## src/rtl/condicionador_botoes.sv

```systemverilog
// Front-end conditioner for the note buttons: 2-flop synchroniser, per-bit debouncer
// and a small FSM that only lets a clean one-hot press through to the datapath.
module condicionador_botoes #(
  parameter int N_BOTOES        = 7,
  parameter int DEBOUNCE_CYCLES = 20,
  parameter int CW              = 8
) (
  input  logic                clock,
  input  logic                reset,
  input  logic [N_BOTOES-1:0] botoes_raw,
  input  logic                enable,
  output logic [N_BOTOES-1:0] botoes,
  output logic                pressionado,
  output logic                multiplo,
  output logic [1:0]          db_estado
);

  typedef enum logic [1:0] {
    OCIOSO      = 2'b00,
    PRESSIONADO = 2'b01,
    BLOQUEADO   = 2'b10
  } estado_t;

  localparam logic [CW-1:0] LIMITE = CW'(DEBOUNCE_CYCLES - 1);

  logic [N_BOTOES-1:0] r_sync1;
  logic [N_BOTOES-1:0] r_sync2;
  logic [N_BOTOES-1:0] r_deb;
  logic [CW-1:0]       r_cnt [N_BOTOES];
  logic [N_BOTOES-1:0] r_cod;
  logic [N_BOTOES-1:0] r_botoes;
  logic                r_pressionado;
  logic                r_multiplo;
  estado_t             r_estado;

  logic [N_BOTOES-1:0] w_debMenos1;
  logic                w_algum;
  logic                w_multi;
  logic                w_oneHot;
  logic                w_foraCod;
  logic                w_soltouCod;
  estado_t             w_proxEstado;
  logic [N_BOTOES-1:0] w_proxCod;
  logic                w_pulsoMultiplo;

  always_ff @(posedge clock or posedge reset) begin
    if (reset) begin
      r_sync1 <= '0;
      r_sync2 <= '0;
    end else begin
      r_sync1 <= botoes_raw;
      r_sync2 <= r_sync1;
    end
  end

  // A level change is accepted only after DEBOUNCE_CYCLES consecutive differing samples.
  always_ff @(posedge clock or posedge reset) begin
    if (reset) begin
      r_deb <= '0;
      for (int i = 0; i < N_BOTOES; i++) begin
        r_cnt[i] <= '0;
      end
    end else begin
      for (int i = 0; i < N_BOTOES; i++) begin
        if (r_sync2[i] != r_deb[i]) begin
          if (r_cnt[i] == LIMITE) begin
            r_deb[i] <= ~r_deb[i];
            r_cnt[i] <= '0;
          end else begin
            r_cnt[i] <= r_cnt[i] + CW'(1);
          end
        end else begin
          r_cnt[i] <= '0;
        end
      end
    end
  end

  // x & (x-1) is non-zero exactly when two or more bits are set.
  assign w_debMenos1 = r_deb - N_BOTOES'(1);
  assign w_algum     = |r_deb;
  assign w_multi     = |(r_deb & w_debMenos1);
  assign w_oneHot    = w_algum & ~w_multi;
  assign w_foraCod   = |(r_deb & ~r_cod);
  assign w_soltouCod = ~|(r_deb & r_cod);

  // Losing the held bit wins over everything so a release-and-swap passes through OCIOSO.
  always_comb begin
    w_proxEstado    = r_estado;
    w_proxCod       = r_cod;
    w_pulsoMultiplo = 1'b0;
    case (r_estado)
      OCIOSO: begin
        if (enable && w_oneHot) begin
          w_proxEstado = PRESSIONADO;
          w_proxCod    = r_deb;
        end else if (enable && w_multi) begin
          w_proxEstado    = BLOQUEADO;
          w_pulsoMultiplo = 1'b1;
        end else if (!enable && w_algum) begin
          w_proxEstado = BLOQUEADO;
        end
      end
      PRESSIONADO: begin
        if (w_soltouCod) begin
          w_proxEstado = OCIOSO;
        end else if (w_foraCod) begin
          w_proxEstado    = BLOQUEADO;
          w_pulsoMultiplo = 1'b1;
        end else if (!enable) begin
          w_proxEstado = BLOQUEADO;
        end
      end
      BLOQUEADO: begin
        if (!w_algum) begin
          w_proxEstado = OCIOSO;
        end
      end
      default: begin
        w_proxEstado = OCIOSO;
      end
    endcase
  end

  always_ff @(posedge clock or posedge reset) begin
    if (reset) begin
      r_estado      <= OCIOSO;
      r_cod         <= '0;
      r_botoes      <= '0;
      r_pressionado <= 1'b0;
      r_multiplo    <= 1'b0;
    end else begin
      r_estado      <= w_proxEstado;
      r_cod         <= w_proxCod;
      r_botoes      <= (w_proxEstado == PRESSIONADO) ? w_proxCod : '0;
      r_pressionado <= (w_proxEstado == PRESSIONADO);
      r_multiplo    <= w_pulsoMultiplo;
    end
  end

  assign botoes      = r_botoes;
  assign pressionado = r_pressionado;
  assign multiplo    = r_multiplo;
  assign db_estado   = r_estado;

endmodule

```

## config.mk

```make
export PLATFORM = sky130hd
export DESIGN_NAME = condicionador_botoes
export DESIGN_NICKNAME = d
export VERILOG_FILES = /design/src/rtl/condicionador_botoes.sv
export SDC_FILE = /design/constraint.sdc
export NUM_CORES = 1
export LEC_CHECK = 0
export BUFFER_PORTS_ARGS = -buffer_cell sky130_fd_sc_hd__buf_4
export CORE_UTILIZATION = 60
export CTS_CLUSTER_DIAMETER = 150
export CTS_CLUSTER_SIZE = 8
export DETAILED_ROUTE_END_ITERATION = 10
export GPL_TIMING_DRIVEN = 0
export PLACE_DENSITY = 0.78
export SYNTH_ARGS = -nofsm -noshare
export SYNTH_HDL_FRONTEND = slang
export SYNTH_SLANG_ARGS = --single-unit
```

## constraint.sdc

```tcl
create_clock -name clock -period 6.35 [get_ports clock]
set_input_delay 1.27 -clock clock [delete_from_list [all_inputs] [get_ports clock]]
set_output_delay 1.27 -clock clock [all_outputs]
set_load 0.01 [all_outputs]
```

# == Yosys cells after proc, flatten, opt, wreduce, memory -nomap -nowiden ==
# Cells that the tools add are included.
# totals
regBits,95
word_cells,105
in_bits,10
# classes
muxes,30
bitwise_logic,13
n_reduce_logical,16
n_eq_ne,17
addsub,8
# op_table
cell,count
8-bit 2-to-1 mux,14
8-bit by 1-bit adder with 8-bit output (second input constant),7
8-bit by 5-bit equality test with 1-bit output (second input constant),7
7-bit OR reduction,4
7-bit bitwise AND,3
7-bit 2-to-1 mux,3
2-bit 2-to-1 mux,7
2-bit AND reduction,7
1-bit inverter,8
1-bit inequality test,7
7-bit inverter,1
7-bit by 1-bit subtractor with 7-bit output (second input constant),1
2-bit case mux with 3 select lines,1
2-bit by 1-bit equality test with 1-bit output (second input constant),2
1-bit 2-to-1 mux,4
1-bit logical AND,3
2-bit equality test (second input constant),1
2-bit logical NOT,1
1-bit case mux with 2 select lines,1
1-bit bitwise AND,1
1-bit logical NOT,1

# == Depth between registers and ports, before layout ==
# depth
depth_word,10
mapped_depth,6
mapped_depth_nobuf,4

# == Worst setup path after synthesis ==
# No wires, ideal clock.
# synth_path
path_type,input-to-reg
start,input enable
end,register r_cod[5]
stages,4
n_path_buf,1
setup_ps,125
arrival_ps,2481
slack_ps,3744
path_cell_list,or2b_1 a2111oi_4 buf_6 mux2_4
# synth_between
elab_chain_cells,3
# synth_rtl
item,line,text
"start, declared",11,"input logic enable,"
1-bit logical AND,94,if (enable && w_oneHot) begin
7-bit 2-to-1 mux,94,
7-bit 2-to-1 mux,92,case (r_estado)
named net w_proxCod[5],43,logic [N_BOTOES-1:0] w_proxCod;
"end signal, assigned",134,r_cod <= w_proxCod;
"end, declared",30,logic [N_BOTOES-1:0] r_cod;
# The timed path passes the listed nets, and every way through them passes these cells.
# A chain may end at the register's enable or synchronous reset.

# == Worst setup path after layout ==
# layout_path
start,register r_deb[0]
end,register r_cod[5]
# layout_between
elab_chain_cells,8
elab_cells_between_ends,9
# layout_rtl
item,line,text
"start, declared",28,logic [N_BOTOES-1:0] r_deb;
"start signal, assigned by index",67,r_deb[i] <= ~r_deb[i];
7-bit by 1-bit subtractor with 7-bit output,80,assign w_debMenos1 = r_deb - N_BOTOES'(1);
7-bit bitwise AND,82,assign w_multi = |(r_deb & w_debMenos1);
7-bit OR reduction,82,
1-bit inverter,83,assign w_oneHot = w_algum & ~w_multi;
1-bit bitwise AND (*),83,
1-bit logical AND (*),94,
7-bit 2-to-1 mux (*),94,
7-bit 2-to-1 mux (*),92,
named net w_proxCod[5],43,
# Mark *: on every way through the listed nets, which the timed path passes. The rest lies on a longest branch.

==> results.json <==
{
  "status": "complete, but fails checks",
  "violations": "DRC",
  "critical_path.max_fanout": 10,
  "numCtsBuffers": 9,
  "peakVddDrop_v": 0.000158,
  "fin_skew_ps": 9.00,
  "seq_area_frac_synth": 0.579,
  "dp_hpwl_um": 4500,
  "gp_congestion": 0.808,
  "wl_per_cell_um": 14.2,
  "avgViaCountPerCell": 5.55,
  "initial_core_util": 0.632,
  "synthArstFlopShare": 1.00,
  "netlist_area_um2": 4110,
  "die_h_um": 84.7,
  "die_w_um": 84.7,
  "max_freq_ghz": 0.387,
  "io_buffers": 20,
  "drt_first_iter_violations": 102,
  "layout_setup_ws_ps": 3770,
  "hold_class": "flip-flop to flip-flop",
  "grt_pass1_vias": 2501,
  "dp_slack_ps": 3440,
  "grt_pass1_wl_um": 11400,
  "worstPathArrival_ps": 2820,
  "finalSetupViolCount": 0,
  "synth_ff_type": "dfrtp_1",
  "r2r_slack_ps": 3770,
  "vias": 2544,
  "tightest_slew_ps": 841,
  "antenna_left": 0,
  "slew_violations": 0,
  "yosysWarnings": 0,
  "clk_path_buf_depth": 2,
  "worstSetupStartpointType": "flip-flop",
  "required_ps": 6590,
  "tns_ps": 0,
  "rsz0062_at_grt": "false",
  "p_leak_uw": 0.00222,
  "antenna_cells": 0,
  "clk_latency_ps": 350,
  "yosysUniqueCellTypes": 39,
  "ctsResizeCount": 0,
  "htree_num_levels": 3,
  "ctsHoldBuffers": 0,
  "synth-seq-cells": 95,
  "syn-mean-instance-area_um2": 11.9,
  "drv_cap": 0,
  "first_pass_iters": 8,
  "coreArea_um2": 6490,
  "synth_enable_flop_cells": 0,
  "totalWireLength_um": 6520,
  "cts-root-buf": "clkbuf_8",
  "slew_headroom": 0.434,
  "rows": 29,
  "min_period_ps": 2580,
  "ios": 21,
  "powerDensity_nw_per_um2": 243,
  "overflow": 0,
  "route.detailed.drc": 1,
  "syn_nets": 361,
  "hold_viol_final": 0,
  "postCtsSetupRepairBufs": 0,
  "track_usage": 0.205,
  "numClockSinks": 95,
  "end_kind": "flip-flop",
  "period_share": 0.407,
  "worstSetupPathType": "flip-flop to flip-flop",
  "fin_nets": 393,
  "path_clk_slew_ps": 90,
  "die_area_um2": 7180,
  "cts_tree": "yes",
  "antenna_found_initial": 0,
  "grt_max_degree": 52,
  "syn_inst": 344,
  "drive_above_1_share": 0.197,
  "area_growth_pct": 12.8
}
metal layers:
metal  wire length, µm  vias to the layer above  global-route usage  part of all wire
met5                 0                        -                   0                 0
met4               116                        0              0.0847             0.018
met2              3170                       31               0.333              0.49
met1              3050                     1248               0.266              0.47
met3               184                       10              0.0501             0.028
li1                  -                     1255                   -                 -
kinds of logic after synthesis:
logic type | count (synthesis) | synth area share
XOR/XNOR | 49 | 0.105
buffers and inverters | 14 | 0.0201
flip-flops | 95 | 0.579
AND/OR/NAND/NOR | 141 | 0.180
AO/OA/AOI/OAI | 22 | 0.0506
adder cells (fa/ha/maj) | 8 | 0.0238
multiplexers | 15 | 0.0417
through the flow:
step           utilization  std cells  hold slack [ps]  power (µW)  cell area, µm²
6_report             0.713        458              350        1130            4630
4_1_cts              0.712        458              355        1140            4620
2_1_floorplan            -        344              331         673            4110
3_3_place_gp         0.670        441              332         686            4350
3_5_place_dp         0.675        442              336         691            4380
5_1_grt              0.713        458              363        1180            4630
Yosys cell counts, types with 2 or more instances:
cell type	count	area [µm²]
dfrtp_1	95	2380
nor2_1	48	180
xor2_1	39	342
nand2_1	21	78.8
nand4_1	14	87.6
and2_1	13	81.3
mux2_2	13	146
and3_1	11	68.8
xnor2_1	10	87.6
nor4_1	8	50.1
a22o_2	7	70.1
ha_1	7	87.6
nand3_1	7	35.0
nand4b_1	7	61.3
inv_1	6	22.5
buf_2	3	15.0
buf_4	3	22.5
nand2b_1	3	18.8
or2_2	3	18.8
a211oi_1	2	15.0
a22oi_1	2	15.0
buf_6	2	22.5
nor3_1	2	10.0
o21ai_0	2	10.0
or2b_1	2	15.0
cell usage in the layout, fill, tap and decap left out, types with 2 or more instances in the layout:
cell type and count:
buf_2 3, or2b_1 2, and2_1 13, o21ai_0 2
inv_1 5, xnor2_1 10, buf_4 23, or2_2 3
mux2_2 13, dfrtp_1 95, xor2_1 39, nor4_1 7
nand3_1 7, a22oi_1 2, a22o_2 7, nor2_1 48
nand4_1 14, and3_1 11, bufinv_16 2, clkbuf_8 12
ha_1 7, nand2_1 21, nand2b_1 3, a211oi_1 2
buf_6 2, nor3_1 2, nand4b_1 7
worst max-delay path, stage by stage (launching register included):
cell,delay (ps)
dfrtp_1,380
buf_6,130
or4_4,570
nand4b_4,200
a2111oi_4,660
buf_6,230
mux2_4,300
power by group:
group	internal, µW	total, µW	switching [µW]
clock network	255	449	194
logic	18.4	45.7	27.2
registers	620	632	12.2
sequential cells by signal, indices dropped and copies added, names as in the netlist:
signal,cells
botoes,7
r_cod,7
db_estado,2
r_deb,7
pressionado,1
r_sync1,7
r_cnt,56
multiplo,1
r_sync2,7
final timing paths:
kind,startpoint,endpoint,cells past startpoint
max,r_deb[0]$_DFFE_PP0P_,r_cod[5]$_DFF_PP0_,6
min,r_sync1[3]$_DFF_PP0_,r_sync2[3]$_DFF_PP0_,0
max reg2reg,r_deb[0]$_DFFE_PP0P_,r_cod[5]$_DFF_PP0_,6
min reg2reg,r_sync1[3]$_DFF_PP0_,r_sync2[3]$_DFF_PP0_,0
max in group asynchronous,reset,r_cnt[38]$_DFF_PP0_,3
min in group asynchronous,reset,r_cnt[47]$_DFF_PP0_,2
area by class of cell:
class,count,area (µm²)
Sequential cell,95,2380
Fill cell,480,1860
Timing Repair Buffer,21,178
Buffer,8,60.1
Clock inverter,4,76.3
Tap cell,77,96.3
Multi-Input combinational cell,235,1650
Clock buffer,12,165
Inverter,6,25.0
Note: power is estimated with default switching activity, not from simulation.
